<file path="src/rtl/video_in_pkg.sv">
// rtl/video_in_pkg.sv - shared constants and types for the video-in write path
// Shared by the packing FIFO and the Wishbone write master.
package video_in_pkg;

  localparam int DATA_SIZE   = 32;
  localparam int NB_PACK     = 16;
  localparam int ADDR_SIZE   = 32;
  localparam int FRAME_WORDS = 76800;

  typedef enum logic [1:0] {
    IDLE,
    REQ,
    SETTLE
  } wbm_state_t;

endpackage

</file>
<file path="src/rtl/video_in_addr_gen.sv">
// rtl/video_in_addr_gen.sv - frame word counter, write address and frame_done pulse
// Reloads the address from frame_base on the first burst of each frame.
module video_in_addr_gen
  import video_in_pkg::*;
#(
  parameter int WORDS_PER_FRAME = FRAME_WORDS
) (
  input  logic                 clk,
  input  logic                 nRST,
  input  logic                 frame_start_i,
  input  logic                 word_ack_i,
  input  logic [ADDR_SIZE-1:0] frame_base_i,
  output logic [ADDR_SIZE-1:0] addr_o,
  output logic                 first_word_o,
  output logic                 frame_done_o
);

  localparam int FC_W = $clog2(WORDS_PER_FRAME) + 1;

  logic [FC_W-1:0]      frame_cnt_q, frame_cnt_d;
  logic [ADDR_SIZE-1:0] addr_q, addr_d;
  logic                 frame_done_q, frame_done_d;
  logic                 frame_last;

  assign frame_last = (frame_cnt_q == FC_W'(WORDS_PER_FRAME - 1));

  always_comb begin
    frame_cnt_d  = frame_cnt_q;
    addr_d       = addr_q;
    frame_done_d = 1'b0;
    if (frame_start_i) begin
      addr_d = frame_base_i;
    end else if (word_ack_i) begin
      addr_d = addr_q + ADDR_SIZE'(4);
    end
    // Wrapping the counter to zero is what arms the next frame_base reload.
    if (word_ack_i) begin
      if (frame_last) begin
        frame_cnt_d  = '0;
        frame_done_d = 1'b1;
      end else begin
        frame_cnt_d = frame_cnt_q + FC_W'(1);
      end
    end
  end

  always_ff @(posedge clk or negedge nRST) begin
    if (!nRST) begin
      frame_cnt_q  <= '0;
      addr_q       <= '0;
      frame_done_q <= 1'b0;
    end else begin
      frame_cnt_q  <= frame_cnt_d;
      addr_q       <= addr_d;
      frame_done_q <= frame_done_d;
    end
  end

  assign addr_o       = addr_q;
  assign first_word_o = (frame_cnt_q == '0);
  assign frame_done_o = frame_done_q;

endmodule

</file>
<file path="src/rtl/video_in_wb_master.sv">
// rtl/video_in_wb_master.sv - pops NB_PACK-word packets from the FIFO into locked Wishbone write bursts
// Each word is REQ until ack, then one SETTLE cycle to cover the FIFO read latency.
module video_in_wb_master #(
  parameter int DATA_SIZE   = video_in_pkg::DATA_SIZE,
  parameter int NB_PACK     = video_in_pkg::NB_PACK,
  parameter int FRAME_WORDS = video_in_pkg::FRAME_WORDS
) (
  input  logic                               clk,
  input  logic                               nRST,
  input  logic                               enable,
  input  logic [video_in_pkg::ADDR_SIZE-1:0] frame_base,
  input  logic [DATA_SIZE-1:0]               fifo_data,
  input  logic                               nb_pack_available,
  output logic                               r_ack,
  output logic                               wb_cyc_o,
  output logic                               wb_stb_o,
  output logic                               wb_we_o,
  output logic [video_in_pkg::ADDR_SIZE-1:0] wb_adr_o,
  output logic [DATA_SIZE-1:0]               wb_dat_o,
  output logic [3:0]                         wb_sel_o,
  input  logic                               wb_ack_i,
  output logic                               frame_done
);

  import video_in_pkg::*;

  localparam int BURST_W = $clog2(NB_PACK) + 1;

  wbm_state_t         state_q, state_d;
  logic [BURST_W-1:0] burst_cnt_q, burst_cnt_d;
  logic               word_ack;
  logic               frame_start;
  logic               first_word;
  logic               burst_last;

  assign word_ack   = wb_ack_i & wb_stb_o;
  assign burst_last = (burst_cnt_q == BURST_W'(NB_PACK - 1));

  always_comb begin
    state_d     = state_q;
    burst_cnt_d = burst_cnt_q;
    frame_start = 1'b0;
    wb_cyc_o    = 1'b0;
    wb_stb_o    = 1'b0;
    case (state_q)
      IDLE: begin
        if (enable && nb_pack_available) begin
          state_d     = REQ;
          frame_start = first_word;
        end
      end
      REQ: begin
        wb_cyc_o = 1'b1;
        wb_stb_o = 1'b1;
        if (wb_ack_i) begin
          if (burst_last) begin
            burst_cnt_d = '0;
            state_d     = IDLE;
          end else begin
            burst_cnt_d = burst_cnt_q + BURST_W'(1);
            state_d     = SETTLE;
          end
        end
      end
      SETTLE: begin
        wb_cyc_o = 1'b1;
        state_d  = REQ;
      end
      default: state_d = IDLE;
    endcase
  end

  always_ff @(posedge clk or negedge nRST) begin
    if (!nRST) begin
      state_q     <= IDLE;
      burst_cnt_q <= '0;
    end else begin
      state_q     <= state_d;
      burst_cnt_q <= burst_cnt_d;
    end
  end

  video_in_addr_gen #(
    .WORDS_PER_FRAME(FRAME_WORDS)
  ) u_addr_gen (
    .clk          (clk),
    .nRST         (nRST),
    .frame_start_i(frame_start),
    .word_ack_i   (word_ack),
    .frame_base_i (frame_base),
    .addr_o       (wb_adr_o),
    .first_word_o (first_word),
    .frame_done_o (frame_done)
  );

  assign r_ack    = word_ack;
  assign wb_we_o  = wb_cyc_o;
  assign wb_sel_o = 4'hF;
  assign wb_dat_o = fifo_data;

endmodule

</file>
<file path="config.mk">
export PLATFORM = sky130hd
export DESIGN_NAME = video_in_wb_master
export DESIGN_NICKNAME = d
export VERILOG_FILES = /design/src/rtl/video_in_pkg.sv /design/src/rtl/video_in_addr_gen.sv /design/src/rtl/video_in_wb_master.sv
export SDC_FILE = /design/constraint.sdc
export NUM_CORES = 1
export LEC_CHECK = 0
export ABC_AREA = 1
export CAP_MARGIN = 25
export CORE_ASPECT_RATIO = 0.6
export CORE_MARGIN = 2
export CORE_UTILIZATION = 48
export CTS_CLUSTER_SIZE = 8
export DETAILED_ROUTE_END_ITERATION = 8
export GPL_ROUTABILITY_DRIVEN = 0
export PLACE_DENSITY = 0.82
export SLEW_MARGIN = 20
export SYNTH_ARGS = -nofsm -noshare
export SYNTH_HDL_FRONTEND = slang
export SYNTH_SLANG_ARGS = --single-unit
</file>
<file path="constraint.sdc">
create_clock -name clk -period 2 [get_ports clk]
set_input_delay 0.4 -clock clk [delete_from_list [all_inputs] [get_ports clk]]
set_output_delay 0.4 -clock clk [all_outputs]
set_load 0.01 [all_outputs]
</file>
## Word-level counts from Yosys, hierarchy flattened

Index checks and enable logic that the tools add are counted.

| word-level totals | value |
|---|---|
| register bits after elaboration | 58 |
| bits of input ports | 69 |
| output and inout port bits | 73 |
| logic and storage cells | 36 |

| operators by class | value |
|---|---|
| add/subtract/negate cells | 3 |
| equality and inequality tests | 6 |
| mux-type cells | 14 |
| bitwise operators | 1 |
| reduce and logical (&&, ||, !) cells | 7 |

Operator list:

| kind | count |
|---|---|
| $mux 32 | 2 |
| $add 32x3->32 const B | 1 |
| $add 18x1->18 const B | 1 |
| $eq 18x17->1 const B | 1 |
| $logic_not 18->1 | 1 |
| $mux 18 | 1 |
| $mux 1 | 6 |
| $mux 2 | 3 |
| $pmux 2 s3 | 1 |
| $add 5x1->5 const B | 1 |
| $eq 5x4->1 const B | 1 |
| $mux 5 | 1 |
| $ne 2x2->1 const B | 2 |
| $reduce_and 2->1 | 2 |
| $eq 2x1->1 const B | 1 |
| $eq 2x2->1 const B | 1 |
| $logic_not 2->1 | 1 |
| $reduce_bool 2->1 | 1 |
| $reduce_or 2->1 | 1 |
| $and 1x1->1 | 1 |
| $logic_and 1x1->1 | 1 |

## Longest topological paths before layout

| depth | value |
|---|---|
| word-level depth | 5 |
| depth in mapped cells | 12 |
| gate-level depth less buffers | 11 |

## Hierarchy

A second synthesis with hierarchy kept.

| unflattened totals | value |
|---|---|
| cells, all modules | 561 |
| area total of the unflattened synthesis | 4073.9 um^2 |

Modules (own cells, without submodules):

| module | instances | cells each | area each (um^2) | seq. area each (um^2) |
|---|---|---|---|---|
| video_in_addr_gen | 1 | 476 | 3380.7 | 1276.2 |
| video_in_wb_master | 1 | 85 | 693.2 | 175.2 |

## Worst setup path after synthesis

OpenSTA, ideal clock, no wires.

| timing path | value |
|---|---|
| kind | reg-to-reg |
| start | reg state_q[1] |
| end | reg u_addr_gen.frame_cnt_q[7] |
| arrival | 1547 ps |
| setup slack | 321 ps |
| cell stages (with the launch flop) | 10 |
| cells stage by stage | dfrtp_1 inv_1 ha_1 nand2_2 nor2_2 nand2_1 nor2_1 nand2_1 o21ai_0 a21oi_1 |

| on the way | value |
|---|---|
| word-level cells in the longest chain between the ends | 3 |

Ends and longest elaborated chain:

| element | line | RTL |
|---|---|---|
| from (decl) | video_in_wb_master.sv:29 | `wbm_state_t state_q, state_d;` |
| from (signal assigned) | video_in_wb_master.sv:78 | `state_q <= state_d;` |
| $eq 2x1->1 | video_in_wb_master.sv:45 | `case (state_q)` |
| $mux 1 | video_in_wb_master.sv:45 |  |
| named net wb_stb_o | video_in_wb_master.sv:16 | `output logic wb_stb_o,` |
| $and 1x1->1 | video_in_wb_master.sv:36 | `assign word_ack = wb_ack_i & wb_stb_o;` |
| to (signal assigned) | video_in_addr_gen.sv:53 | `frame_cnt_q <= frame_cnt_d;` |
| to (decl) | video_in_addr_gen.sv:20 | `logic [FC_W-1:0] frame_cnt_q, frame_cnt_d;` |

The timed path passes the listed nets, and every way through them passes these cells.
A chain may end at the register's enable or synchronous reset.

## Worst setup path in the final report

| timing path | value |
|---|---|
| start | reg state_q[1] |
| end | out r_ack |

| on the way | value |
|---|---|
| word-level cells in the longest chain between the ends | 3 |

Ends and longest elaborated chain:

| element | line | RTL |
|---|---|---|
| $eq 2x1->1 | video_in_wb_master.sv:45 |  |
| $mux 1 | video_in_wb_master.sv:45 |  |
| $and 1x1->1 | video_in_wb_master.sv:36 |  |
| to (decl) | video_in_wb_master.sv:14 | `output logic r_ack,` |

No other way between the ends.

==> qor.txt <==
Vias: 4631
Die area: 10260 sq um
Initial antenna violation count: 0
Root buffer cell: clkbuf_16
Post-synth EDFFs: 0
Largest net degree at the start of global routing: 59
Pleak: 2.686 nW
Later-pin clock latency in the skew report: 0.34 ns
Register-to-Register Setup Slack: 0.15 ns
Synth Flop Type: dfrtp_1
Port Buf Inserts: 73
Fin. Hold Viols: 0
Non-filler cells, final: 887
Register area: 1451 sq um
Area Growth Syn to Fin: 21.94%
Synth Cell Area: 4533 sq um
Vias in the first global route: 4256
Peak Freq: 538.3 MHz
DRC: 0
Final ANT Viol Nets: 0
Fraction of final layout cells with drive strength greater than 1: 7.662%
Worst-case clock buffer depth: 2
Power Total: 4.768 mW
Worst clock skew: 0.005910 ns
Hold WS: 0.05647 ns
Crit path DAT: 1.46 ns
Final wirelength: 12710 um
Final Max Slew Viols: 0
First-pass GRT wire length: 21160 um
Yosys reg bits: 58
Leading area contributor after synthesis: dfrtp_1
Pre-antenna DRT Iters: 5
Crit end category: output pin
CP required: 1.60 ns
Total CTS buffers: 9
Clk sink count: 58
Critical path class: reg2out
Gr usage total: 26.31%
Hold Buf Count CTS: 0
Most numerous cell in the Yosys netlist: nand2_1
Asr flop ratio synth: 100.0%
Synthesized area per cell: 6.467 sq um
Final setup viols: 0
Outcome: finished, final reports clean
Syn Inst Count: 701
Startpoint types: flip-flop
R2R depth: 10
Sequential area share after synthesis: 32.02%
TritonCTS clock tree: built
Multi-input logic area: 2328 sq um
Final period util: 92.88%
# nets final: 829
Routed WL per cell: 14.32 um
Top-area cell type share of the netlist area: 32.02%
IO Count: 142
Post-placement setup slack: -0.02323 ns
Critical R2R Launch: u_addr_gen.addr_o[2]
Hold Crit Class: in2async
Rows: 27
Critical path fanouts, max: 3
DR iter-0 viols: 508
Crit path time final: 1.858 ns
Fill cells: 807
Clk pin slew, worst setup/hold paths: 0.05 ns
Pwr Density: 862.6 nW/um^2
Peak VDD IR: 0.7176 mV
Post-synthesis cell type count: 34
Initial Util: 49.33%
RR Endpoint: u_addr_gen.addr_o[18]
Placed Instances: 871
Setup Buffers After CTS: 0
Yosys warning total: 0
Total grt overflow: 0
Die Y-Extent: 79.28 um
Core area: 9189 sq um
H-Tree Depth: 3
Die width: 129.5 um
Vias per inst: 5.221
Final worst slack: 0.1424 ns
DPL Wire Length: 9563 um
Max-cap viol count: 0
Area contributors post-synth: dfrtp_1 (32%), nand2_1 (18%), nand3_1 (8.2%), inv_1 (7.5%), nor2_1 (7.5%)
Post-synth top cells: nand2_1 (223), inv_1 (91), nor2_1 (90)
N_diodes: 0
RSZ-0062 raised after global routing: no
-- worst max path at each step --
| stage | start | endpoint | slack (ns) | depth (start not counted) |
|---|---|---|---|---|
| 2_1_floorplan | state_q[1] | u_addr_gen.frame_cnt_q[7] | 0.32 | 9 |
| 3_3_place_gp | wb_ack_i | r_ack | 0.02 | 4 |
| 3_5_place_dp | nb_pack_available | u_addr_gen.addr_o[11] | -0.02 | 10 |
| 4_1_cts | state_q[0] | u_addr_gen.addr_o[11] | 0.11 | 11 |
| 5_1_grt | state_q[1] | u_addr_gen.addr_o[11] | 0.005 | 11 |
| 6_report | state_q[1] | r_ack | 0.14 | 5 |
-- report_power, final --
part	internal (mW)	switching (mW)	leakage (nW)
sequential	1.36	0.250	0.748
clock	1.12	0.550	0.156
combinational	0.614	0.878	1.78
-- cell families after synthesis --
group | count (synthesis) | synth area share (%)
AND/OR/NAND/NOR | 432 | 41.49
XOR/XNOR | 14 | 2.705
buffers and inverters | 152 | 17.09
adder cells (fa/ha/maj) | 8 | 2.208
flip-flops | 58 | 32.02
other | 1 | 0.08272
AO/OA/AOI/OAI | 36 | 4.416
-- area by class of cell --
| cell class | instances | share of cell area (%) |
|---|---|---|
| multi-input combinational | 494 | 42.12 |
| timing repair buffer | 92 | 16.30 |
| clock buffer | 11 | 4.391 |
| tap | 130 | 2.943 |
| inverter | 97 | 6.587 |
| clock inverter | 5 | 1.403 |
| sequential | 58 | 26.26 |
-- critical path, cell delays in order, from the launching register on --
cell and delay [ns]:
dfrtp_1 0.40, inv_1 0.11, ha_2 0.21, nand2_2 0.06, inv_1 0.07, dlygate4sd2_1 0.27
-- timing repair --
item,in CTS,in global routing
endpoints found under the setup margin,4,22
pin swaps,0,0
resized for setup,5,3
-- per-stage QoR --
stage,setup TNS [ns],area [sq um],util (%)
after floorplan,0,4544,-
after global placement,0,5202,56.62
after detailed placement,-0.02372,5202,56.62
after CTS,0,5520,60.08
after global routing,0,5528,60.16
final,0,5528,60.16
-- state kept, by name, indices dropped and copies added (netlist names) --
register,flops
state_q,2
u_addr_gen.frame_cnt_q,18
burst_cnt_q,5
u_addr_gen.addr_o,32
u_addr_gen.frame_done_o,1
-- placed cells by master, fill, tap and decap left out, drive strengths merged, types with 6 or more instances in the layout --
master | synthesis | final
ha | 8 | 8
nand2 | 226 | 226
clkbuf | 3 | 11
xor2 | 12 | 12
nand4 | 18 | 18
a21oi | 6 | 6
dfrtp | 58 | 58
clkdlybuf4s50 | 0 | 68
nand3 | 75 | 75
nor2 | 97 | 97
buf | 52 | 20
o21ai | 25 | 25
nand3b | 9 | 9
inv | 95 | 95
-- per-layer routing --
layer,up-vias,global-route usage (%),part of all wire (%)
met1,2096,38.62,47
li1,2245,-,-
met4,0,8.280,1.8
met5,-,0,0
met2,257,36.42,40
met3,33,8.288,12
(Power assumes the default switching activity.)
